**config.mk**
```make
export PLATFORM = sky130hd
export DESIGN_NAME = mem_interface
export DESIGN_NICKNAME = d
export VERILOG_FILES = /design/src/rtl/cpu_defs_pkg.sv /design/src/rtl/mem_timeout_counter.sv /design/src/rtl/mem_interface.sv
export SDC_FILE = /design/constraint.sdc
export NUM_CORES = 1
export LEC_CHECK = 0
export BUFFER_PORTS_ARGS = -buffer_cell sky130_fd_sc_hd__buf_4
export CORE_MARGIN = 2
export CORE_UTILIZATION = 40
export CTS_CLUSTER_SIZE = 28
export DETAILED_ROUTE_END_ITERATION = 8
export PLACE_DENSITY = 0.75
export SETUP_SLACK_MARGIN = 0.2
export SYNTH_ARGS = -nofsm -noshare
export SYNTH_HDL_FRONTEND = slang
export SYNTH_SLANG_ARGS = --single-unit
```
**constraint.sdc**
```tcl
create_clock -name clock -period 3.7 [get_ports clock]
set_input_delay 0.555 -clock clock [delete_from_list [all_inputs] [get_ports clock]]
set_output_delay 0.555 -clock clock [all_outputs]
set_load 0.005 [all_outputs]
```
**src/rtl/cpu_defs_pkg.sv**
```systemverilog
`default_nettype none
// ============================================================================
// Module   : cpu_defs_pkg
// Purpose  : Shared FSM encoding and default sizing for the memory interface.
// Revision : 1.0 - initial release
// ============================================================================
package cpu_defs_pkg;

    localparam int c_word_size  = 32;
    localparam int c_addr_width = 9;
    localparam int c_timeout    = 15;

    typedef enum logic [1:0] {
        ST_IDLE = 2'd0,
        ST_RD   = 2'd1,
        ST_WR   = 2'd2,
        ST_DONE = 2'd3
    } mem_state_t;

endpackage : cpu_defs_pkg
`default_nettype wire

```
**src/rtl/mem_timeout_counter.sv**
```systemverilog
`default_nettype none
// ============================================================================
// Module   : mem_timeout_counter
// Purpose  : Counts wait cycles of a memory transaction; flags the final one.
// Revision : 1.0 - initial release
// ============================================================================
module mem_timeout_counter #(
    parameter int TIMEOUT = 15
) (
    input  logic clock,
    input  logic clear,
    input  logic start,
    input  logic enable,
    output logic expired
);

    localparam int CNT_W = $clog2(TIMEOUT + 1);
    localparam logic [CNT_W-1:0] c_last = CNT_W'(TIMEOUT - 1);

    logic [CNT_W-1:0] r_count;

    always_ff @(posedge clock) begin
        if (clear || start) begin
            r_count <= '0;
        end else if (enable) begin
            r_count <= r_count + CNT_W'(1);
        end
    end

    // Asserted on the edge that would bring the count up to TIMEOUT.
    assign expired = enable && (r_count == c_last);

endmodule : mem_timeout_counter
`default_nettype wire

```
**src/rtl/mem_interface.sv**
```systemverilog
`default_nettype none
// ============================================================================
// Module   : mem_interface
// Purpose  : MAR/MDR register pair and memory handshake FSM with timeout.
// Revision : 1.0 - initial release
// ============================================================================
module mem_interface
    import cpu_defs_pkg::*;
#(
    parameter int wordSize  = c_word_size,
    parameter int addrWidth = c_addr_width,
    parameter int TIMEOUT   = c_timeout
) (
    input  logic                 clock,
    input  logic                 clear,
    input  logic [wordSize-1:0]  BusMuxOut,
    input  logic                 MARin,
    input  logic                 MDRin,
    input  logic                 MemRead,
    input  logic                 MemWrite,
    input  logic [wordSize-1:0]  mem_rdata,
    input  logic                 mem_ack,
    output logic [addrWidth-1:0] mem_addr,
    output logic [wordSize-1:0]  mem_wdata,
    output logic                 mem_req,
    output logic                 mem_we,
    output logic [wordSize-1:0]  BusMuxIn_MDR,
    output logic                 mem_busy,
    output logic                 mem_done,
    output logic                 mem_err
);

    mem_state_t          r_state;
    mem_state_t          w_next;
    logic [addrWidth-1:0] r_mar;
    logic [wordSize-1:0]  r_mdr;
    logic                 r_err;
    logic                 w_idle;
    logic                 w_active;
    logic                 w_start;
    logic                 w_expired;

    assign w_idle   = (r_state == ST_IDLE);
    assign w_active = (r_state == ST_RD) || (r_state == ST_WR);
    assign w_start  = w_idle && (MemRead ^ MemWrite);

    mem_timeout_counter #(
        .TIMEOUT (TIMEOUT)
    ) u_timeout (
        .clock   (clock),
        .clear   (clear),
        .start   (w_start),
        .enable  (w_active && !mem_ack),
        .expired (w_expired)
    );

    always_ff @(posedge clock) begin
        if (clear) begin
            r_state <= ST_IDLE;
        end else begin
            r_state <= w_next;
        end
    end

    always_comb begin
        w_next = r_state;
        case (r_state)
            ST_IDLE: begin
                if (MemRead && !MemWrite) begin
                    w_next = ST_RD;
                end else if (MemWrite && !MemRead) begin
                    w_next = ST_WR;
                end
            end
            ST_RD, ST_WR: begin
                if (mem_ack || w_expired) begin
                    w_next = ST_DONE;
                end
            end
            default: w_next = ST_IDLE;
        endcase
    end

    always_comb begin
        mem_req  = w_active;
        mem_busy = w_active;
        mem_we   = (r_state == ST_WR);
        mem_done = (r_state == ST_DONE);
    end

    // Register loads land on the same edge a transaction starts, so the
    // transaction sees the freshly loaded MAR/MDR on its first cycle.
    always_ff @(posedge clock) begin
        if (clear) begin
            r_mar <= '0;
            r_mdr <= '0;
            r_err <= 1'b0;
        end else begin
            if (w_idle) begin
                if (MARin) begin
                    r_mar <= BusMuxOut[addrWidth-1:0];
                end
                if (MDRin) begin
                    r_mdr <= BusMuxOut;
                end
                if (MemRead && MemWrite) begin
                    r_err <= 1'b1;
                end
            end
            if ((r_state == ST_RD) && mem_ack) begin
                r_mdr <= mem_rdata;
            end
            // Ack wins over expiry on the same edge.
            if (w_active && !mem_ack && w_expired) begin
                r_err <= 1'b1;
            end
        end
    end

    assign mem_addr     = r_mar;
    assign mem_wdata    = r_mdr;
    assign BusMuxIn_MDR = r_mdr;
    assign mem_err      = r_err;

endmodule : mem_interface
`default_nettype wire

```
==> results of run 1 <==
metrics by stage:
step                      hold slack (ns)  instance area, sq um  worst slack [ns]
after detailed placement           0.4472                  3535             1.223
after CTS                          0.4606                  3627             1.201
final                              0.4607                  3627             1.239
after global placement             0.4462                  3535             1.372
after global routing               0.4860                  3627            0.9520
after floorplan                    0.4527                  2723             2.138
critical path: stages, from the launching register on:
cell and delay, ns:
dfxtp_1 0.36, inv_1 0.09, ha_1 0.52, buf_4 0.33, a22o_4 0.65, nor2_1 0.14, a311oi_2 0.26
layer usage:
layer	up-vias	GRT usage	share of wire	wire length, um
met5	-	0	0	0
met4	0	0.03835	0.0079	54
met3	5	0.04952	0.083	563
met2	84	0.3112	0.50	3435
met1	1122	0.2075	0.41	2760
li1	1238	-	-	-
power groups by stage:
stage / Combinational, uW / Sequential (uW) / Clock [uW]
2_1_floorplan: 845 / 765 / 0
3_3_place_gp: 1140 / 768 / 0
3_5_place_dp: 1160 / 774 / 0
4_1_cts: 1170 / 762 / 333
5_1_grt: 1260 / 781 / 352
6_report: 1150 / 760 / 321
registers in the layout, summed over array words and instances, names as in the netlist:
| register | cells |
|---|---|
| mem_addr | 9 |
| r_state | 2 |
| u_timeout.r_count | 4 |
| BusMuxIn_MDR | 32 |
| mem_err | 1 |
cells in the mapped netlist:
cell       n  area, sq um
and3_1     1        6.260
inv_1      7        26.28
nand2b_4   1        13.76
dfxtp_1   48        960.9
ha_1      10        125.1
buf_1      2        7.510
nand3_1   42        210.2
a211oi_1   1        7.510
a311oi_2  31        465.5
o21ai_0    1        5.000
o22a_1     1        8.760
mux2i_1    1        10.01
mux2_2     1        11.26
a21oi_1   12        60.06
nand3b_1   1        7.510
a21o_1     1        7.510
a211o_1    1        8.760
or3_1      1        6.260
a22o_4     1        17.52
buf_2      7        35.03
nand2_1   46        172.7
nor3_1     1        5.000
a311oi_1   1        8.760
clkbuf_1   9        33.78
xor2_1     1        8.760
buf_6      6        67.56
nand2b_1   2        12.51
nor2b_1    1        6.260
buf_4     35        262.8
nor2_1    36        135.1
a221oi_1   1        8.760
path summary, 6_finish.rpt:
| path | start | to | slack [ns] | depth (start not counted) |
|---|---|---|---|---|
| setup / recovery | r_state[1] | BusMuxIn_MDR[18] | 1.24 | 6 |
| setup reg to reg | r_state[1] | BusMuxIn_MDR[18] | 1.24 | 6 |
| hold / removal | mem_addr[0] | mem_addr[0] | 0.46 | 2 |
| hold reg to reg | mem_addr[0] | mem_addr[0] | 0.46 | 2 |
cell families (layout without fill, tap and decap cells):
| family | Yosys count | after routing | synth area share |
|---|---|---|---|
| xor gates and xnor gates | 1 | 1 | 0.003217 |
| muxes | 2 | 2 | 0.007812 |
| adders and majority gates | 10 | 10 | 0.04596 |
| DFF | 48 | 48 | 0.3529 |
| AOI/OAI and AO/OA | 51 | 51 | 0.2197 |
| and+or+nand+nor | 132 | 132 | 0.2114 |
| buffers and inverters | 66 | 164 | 0.1590 |
cell type report:
cell class / count / share of cell area
Inverter: 7 / 0.007244
Clock buffer: 5 / 0.01897
Clock inverter: 3 / 0.006554
Sequential cell: 48 / 0.2649
Timing Repair Buffer: 149 / 0.3084
Multi-Input combinational cell: 196 / 0.3663
Tap cell: 80 / 0.02760
==> impl_metrics.json, run 1 <==
{
  "status": "complete, no violations",
  "crit_required_ns": 3.91,
  "tns_ns": 0,
  "utilization": 0.5429,
  "wirelength_um": 6814,
  "track_usage": 0.1744,
  "dpl.cell_count": 480,
  "drv_cap": 0,
  "start_util": 0.4075,
  "grt_antenna_before_repair": 0,
  "drc": 0,
  "cts_tree": "built",
  "overflow": 0,
  "root_buffer": "clkbuf_8",
  "syn_to_final_growth_pct": 33.23,
  "gp_congestion": 0.7254,
  "power_uw": 2230,
  "finalCriticalPeriod_ns": 2.461,
  "worstSetupEndpointType": "flop",
  "die_x_um": 86.50,
  "clock_sinks": 48,
  "io-pin-count": 149,
  "synth_seq_cells": 48,
  "nets": 488,
  "hold_buffers": 0,
  "synth_nets": 391,
  "vias": 2449,
  "die_h_um": 86.50,
  "rsz0062_at_grt": "no",
  "ant_nets": 0,
  "power_leakage_uw": 0.001661,
  "path_class": "reg -> reg",
  "io_buffers": 148,
  "synth.avg_cell_area_sq_um": 8.783,
  "syn_inst": 310,
  "layout_commonest_cell": "buf_4",
  "vias_per_cell": 5.018,
  "core_area_sq_mm": 0.006681,
  "report.final.slew_viol_count": 0,
  "synth.yosys.seq_area_share": 0.3529,
  "relSlewSlack": 0.2809,
  "grt_pass1_wl_um": 10610,
  "grt_max_degree": 63,
  "row_count": 30,
  "pwr-share-clk": 0.144,
  "dp_hpwl_um": 5025,
  "seq_area_sq_um": 960.9,
  "cts_resized": 0,
  "wl_per_cell_um": 13.96,
  "grt_pass1_vias": 2283,
  "die-area_sq_mm": 0.007482,
  "cts.path.max_buffers": 2,
  "insertion_delay_ns": 0.30,
  "pwr-share-seq": 0.341,
  "setup_viol": 0,
  "hold_violations": 0,
  "period_share": 0.6650,
  "drt-initial-drc-count": 88,
  "cp_data_arrival_time_ns": 2.67,
  "instances_no_fill": 488,
  "cp_max_fo": 62,
  "antenna_cells": 0,
  "internal_power_uw": 1365,
  "finClkSkew_ns": 0.008677,
  "layout-drive-gt1-share": 0.4681,
  "multi_input_area_sq_mm": 0.001329,
  "nFillCells": 632,
  "mostFrequentLayoutCells": "149 x buf_4, 48 x dfxtp_1, 46 x nand2_1",
  "netlist_area_sq_mm": 0.002723,
  "worst_pin_slew_ns": 1.076,
  "startpoint_type": "flop",
  "p_sw_uw": 864.7,
  "p_sw_frac": 0.3878,
  "hold_class": "reg -> reg",
  "numCtsBuffers": 5,
  "peakVddDrop_uv": 345.6,
  "synth_cell_types": 31,
  "p_per_area_mw_per_mm2": 614.8,
  "yosys_warnings": 0,
  "fmax_mhz": 406.4,
  "first_pass_iters": 4,
  "clk_pin_slew_ns": 0.09,
  "combinationalPowerShare": 0.515,
  "h-tree-depth": 2,
  "cts_setup_buffers": 0
}
Power figures use the tool's default switching activity.
==> inputs of run 2 (changes only) <==
- PLACE_DENSITY: 0.75 -> 0.78
- clock period: 3.7 -> 2 ns (I/O delays scaled with it)
==> run 2 against run 1 <==
Count of clock-buffer cells in the layout stayed put; sequential share of layout area is 0.53 points lower; die area stayed put; design area is 2.3% higher; highest routed layer unchanged; final cell count is 1.4% higher; clock power is 120% higher; largest power group unchanged.
==> impl_metrics.json, run 2 (synthesis results as in run 1) <==
{
  "start_util": 0.4075,
  "power_leakage_uw": 0.001712,
  "clock_sinks": 48,
  "track_usage": 0.1891,
  "rr_endpoint": "r_state[0]",
  "drt-initial-drc-count": 94,
  "wirelength_um": 7359,
  "internal_power_uw": 2697,
  "r2r_start": "r_state[0]",
  "setup_viol": 0,
  "drc": 0,
  "mostFrequentLayoutCells": "155 x buf_4, 46 x dfxtp_1, 46 x nand2_1",
  "nets": 495,
  "antenna_cells": 0,
  "overflow": 0,
  "hold_buffers": 0,
  "crit_path_top_delay_cell": "dfxtp_2",
  "rsz0062_at_grt": "no",
  "vias": 2563,
  "pre_cts_ws_ns": 0.2031,
  "p_sw_frac": 0.3789,
  "core_area_sq_mm": 0.006681,
  "largest_reg_flops": 32,
  "cts_tree": "built",
  "die-area_sq_mm": 0.007482,
  "fmax_mhz": 589.4,
  "fin_area_sq_mm": 0.003711,
  "finClkSkew_ns": 0.002909,
  "pwr-share-seq": 0.327,
  "gp_congestion": 0.7711,
  "worst_pin_slew_ns": 0.4968,
  "startpoint_type": "flop",
  "finalCriticalPeriod_ns": 1.697,
  "power_uw": 4342,
  "combinationalPowerShare": 0.511,
  "drv_cap": 0,
  "relSlewSlack": 0.6688,
  "grt_max_degree": 32,
  "cp_cell_sequence": "inv_1 > ha_1 > buf_4 > nand2b_1 > o22a_1 > mux2_2",
  "syn_to_final_growth_pct": 36.31,
  "grt_pass1_wl_um": 11440,
  "hold_violations": 0,
  "p_per_area_mw_per_mm2": 1170,
  "dp_hpwl_um": 5312,
  "first_pass_iters": 6,
  "worstHoldStart": "BusMuxOut[2]",
  "insertion_delay_ns": 0.29,
  "nFillCells": 622,
  "r2r_cells": 6,
  "report.final.slew_viol_count": 0,
  "vias_per_cell": 5.178,
  "crit_required_ns": 2.19,
  "tns_ns": 0,
  "hold_depth": 3,
  "root_buffer": "clkbuf_8",
  "layout_commonest_cell": "buf_4",
  "layout-drive-gt1-share": 0.4819,
  "wl_per_cell_um": 14.87,
  "postLayoutSetupSlackWorst_ns": 0.3033,
  "die_x_um": 86.50,
  "path_class": "reg -> reg",
  "grt_pass1_vias": 2385,
  "numCtsBuffers": 5,
  "period_share": 0.8484,
  "p_sw_uw": 1645,
  "place_area_sq_mm": 0.003580,
  "hold_class": "in -> reg",
  "io_buffers": 148,
  "pwr-share-clk": 0.162,
  "worst-r2r-setup-slack_ns": 0.30,
  "grt_antenna_before_repair": 0,
  "cp_data_arrival_time_ns": 1.89,
  "cp_max_fo": 16,
  "worstSetupEndpointType": "flop",
  "cts.path.max_buffers": 2,
  "die_h_um": 86.50,
  "min_to": "mem_addr[2]",
  "cpPeakStageDelay_ns": 0.35,
  "status": "complete, no violations",
  "utilization": 0.5554,
  "io-pin-count": 149,
  "clk_pin_slew_ns": 0.09,
  "peakVddDrop_uv": 664.3,
  "ant_nets": 0,
  "row_count": 30,
  "h-tree-depth": 2
}
==> run 2: area by class of cell <==
cell class	instances	area (sq um)	share of cell area
clock buffers	5	68.82	0.01854
clock inverters	3	42.54	0.01146
repair buffers	155	1164	0.3136
multi-input cells	197	1346	0.3628
well taps	80	100.1	0.02697
inverters	7	26.28	0.007080
flip-flops and latches	48	963.4	0.2596
==> run 2: worst max-delay path, delay by kind of cell, from the launching register on <==
family,cells,cell delay (ns)
and+or+nand+nor,1,0.10
DFF,1,0.35
adders and majority gates,1,0.29
muxes,1,0.27
buffers and inverters,2,0.35
AOI/OAI and AO/OA,1,0.22
==> run 2: stage by stage <==
stage / hold WS, ns / instances
global placement: 0.4446 / 486
CTS: 0.2555 / 495
detailed placement: 0.4501 / 486
floorplan: 0.4475 / 310
global route: 0.2645 / 495
finish: 0.2678 / 495
==> run 2: worst max-delay path by stage <==
stage | startpoint | to
2_1_floorplan | r_state[0] | BusMuxIn_MDR[10]
6_report | r_state[0] | r_state[0]
3_5_place_dp | r_state[1] | BusMuxIn_MDR[4]
5_1_grt | r_state[0] | r_state[0]
4_1_cts | r_state[0] | r_state[0]
3_3_place_gp | r_state[1] | BusMuxIn_MDR[12]
==> run 2: layer usage <==
layer / up-vias / wire [um] / global-route usage
li1: 1251 / - / -
met1: 1209 / 3032 / 0.2303
met2: 99 / 3749 / 0.3343
met3: 4 / 526 / 0.04857
met4: 0 / 51 / 0.04261
met5: - / 0 / 0
==> run 2: power groups by stage <==
stage	clock [uW]	sequential, uW	combinational [uW]
floorplan	0	1410	1560
global placement	0	1430	2120
detailed placement	0	1440	2180
CTS	724	1420	2250
global route	757	1450	2440
finish	703	1420	2220
==> run 2: timing repair <==
item                       CTS  global route
setup buffers                0             0
gates cloned                 1             0
gates resized for setup      1             2
setup endpoints to repair    2             3
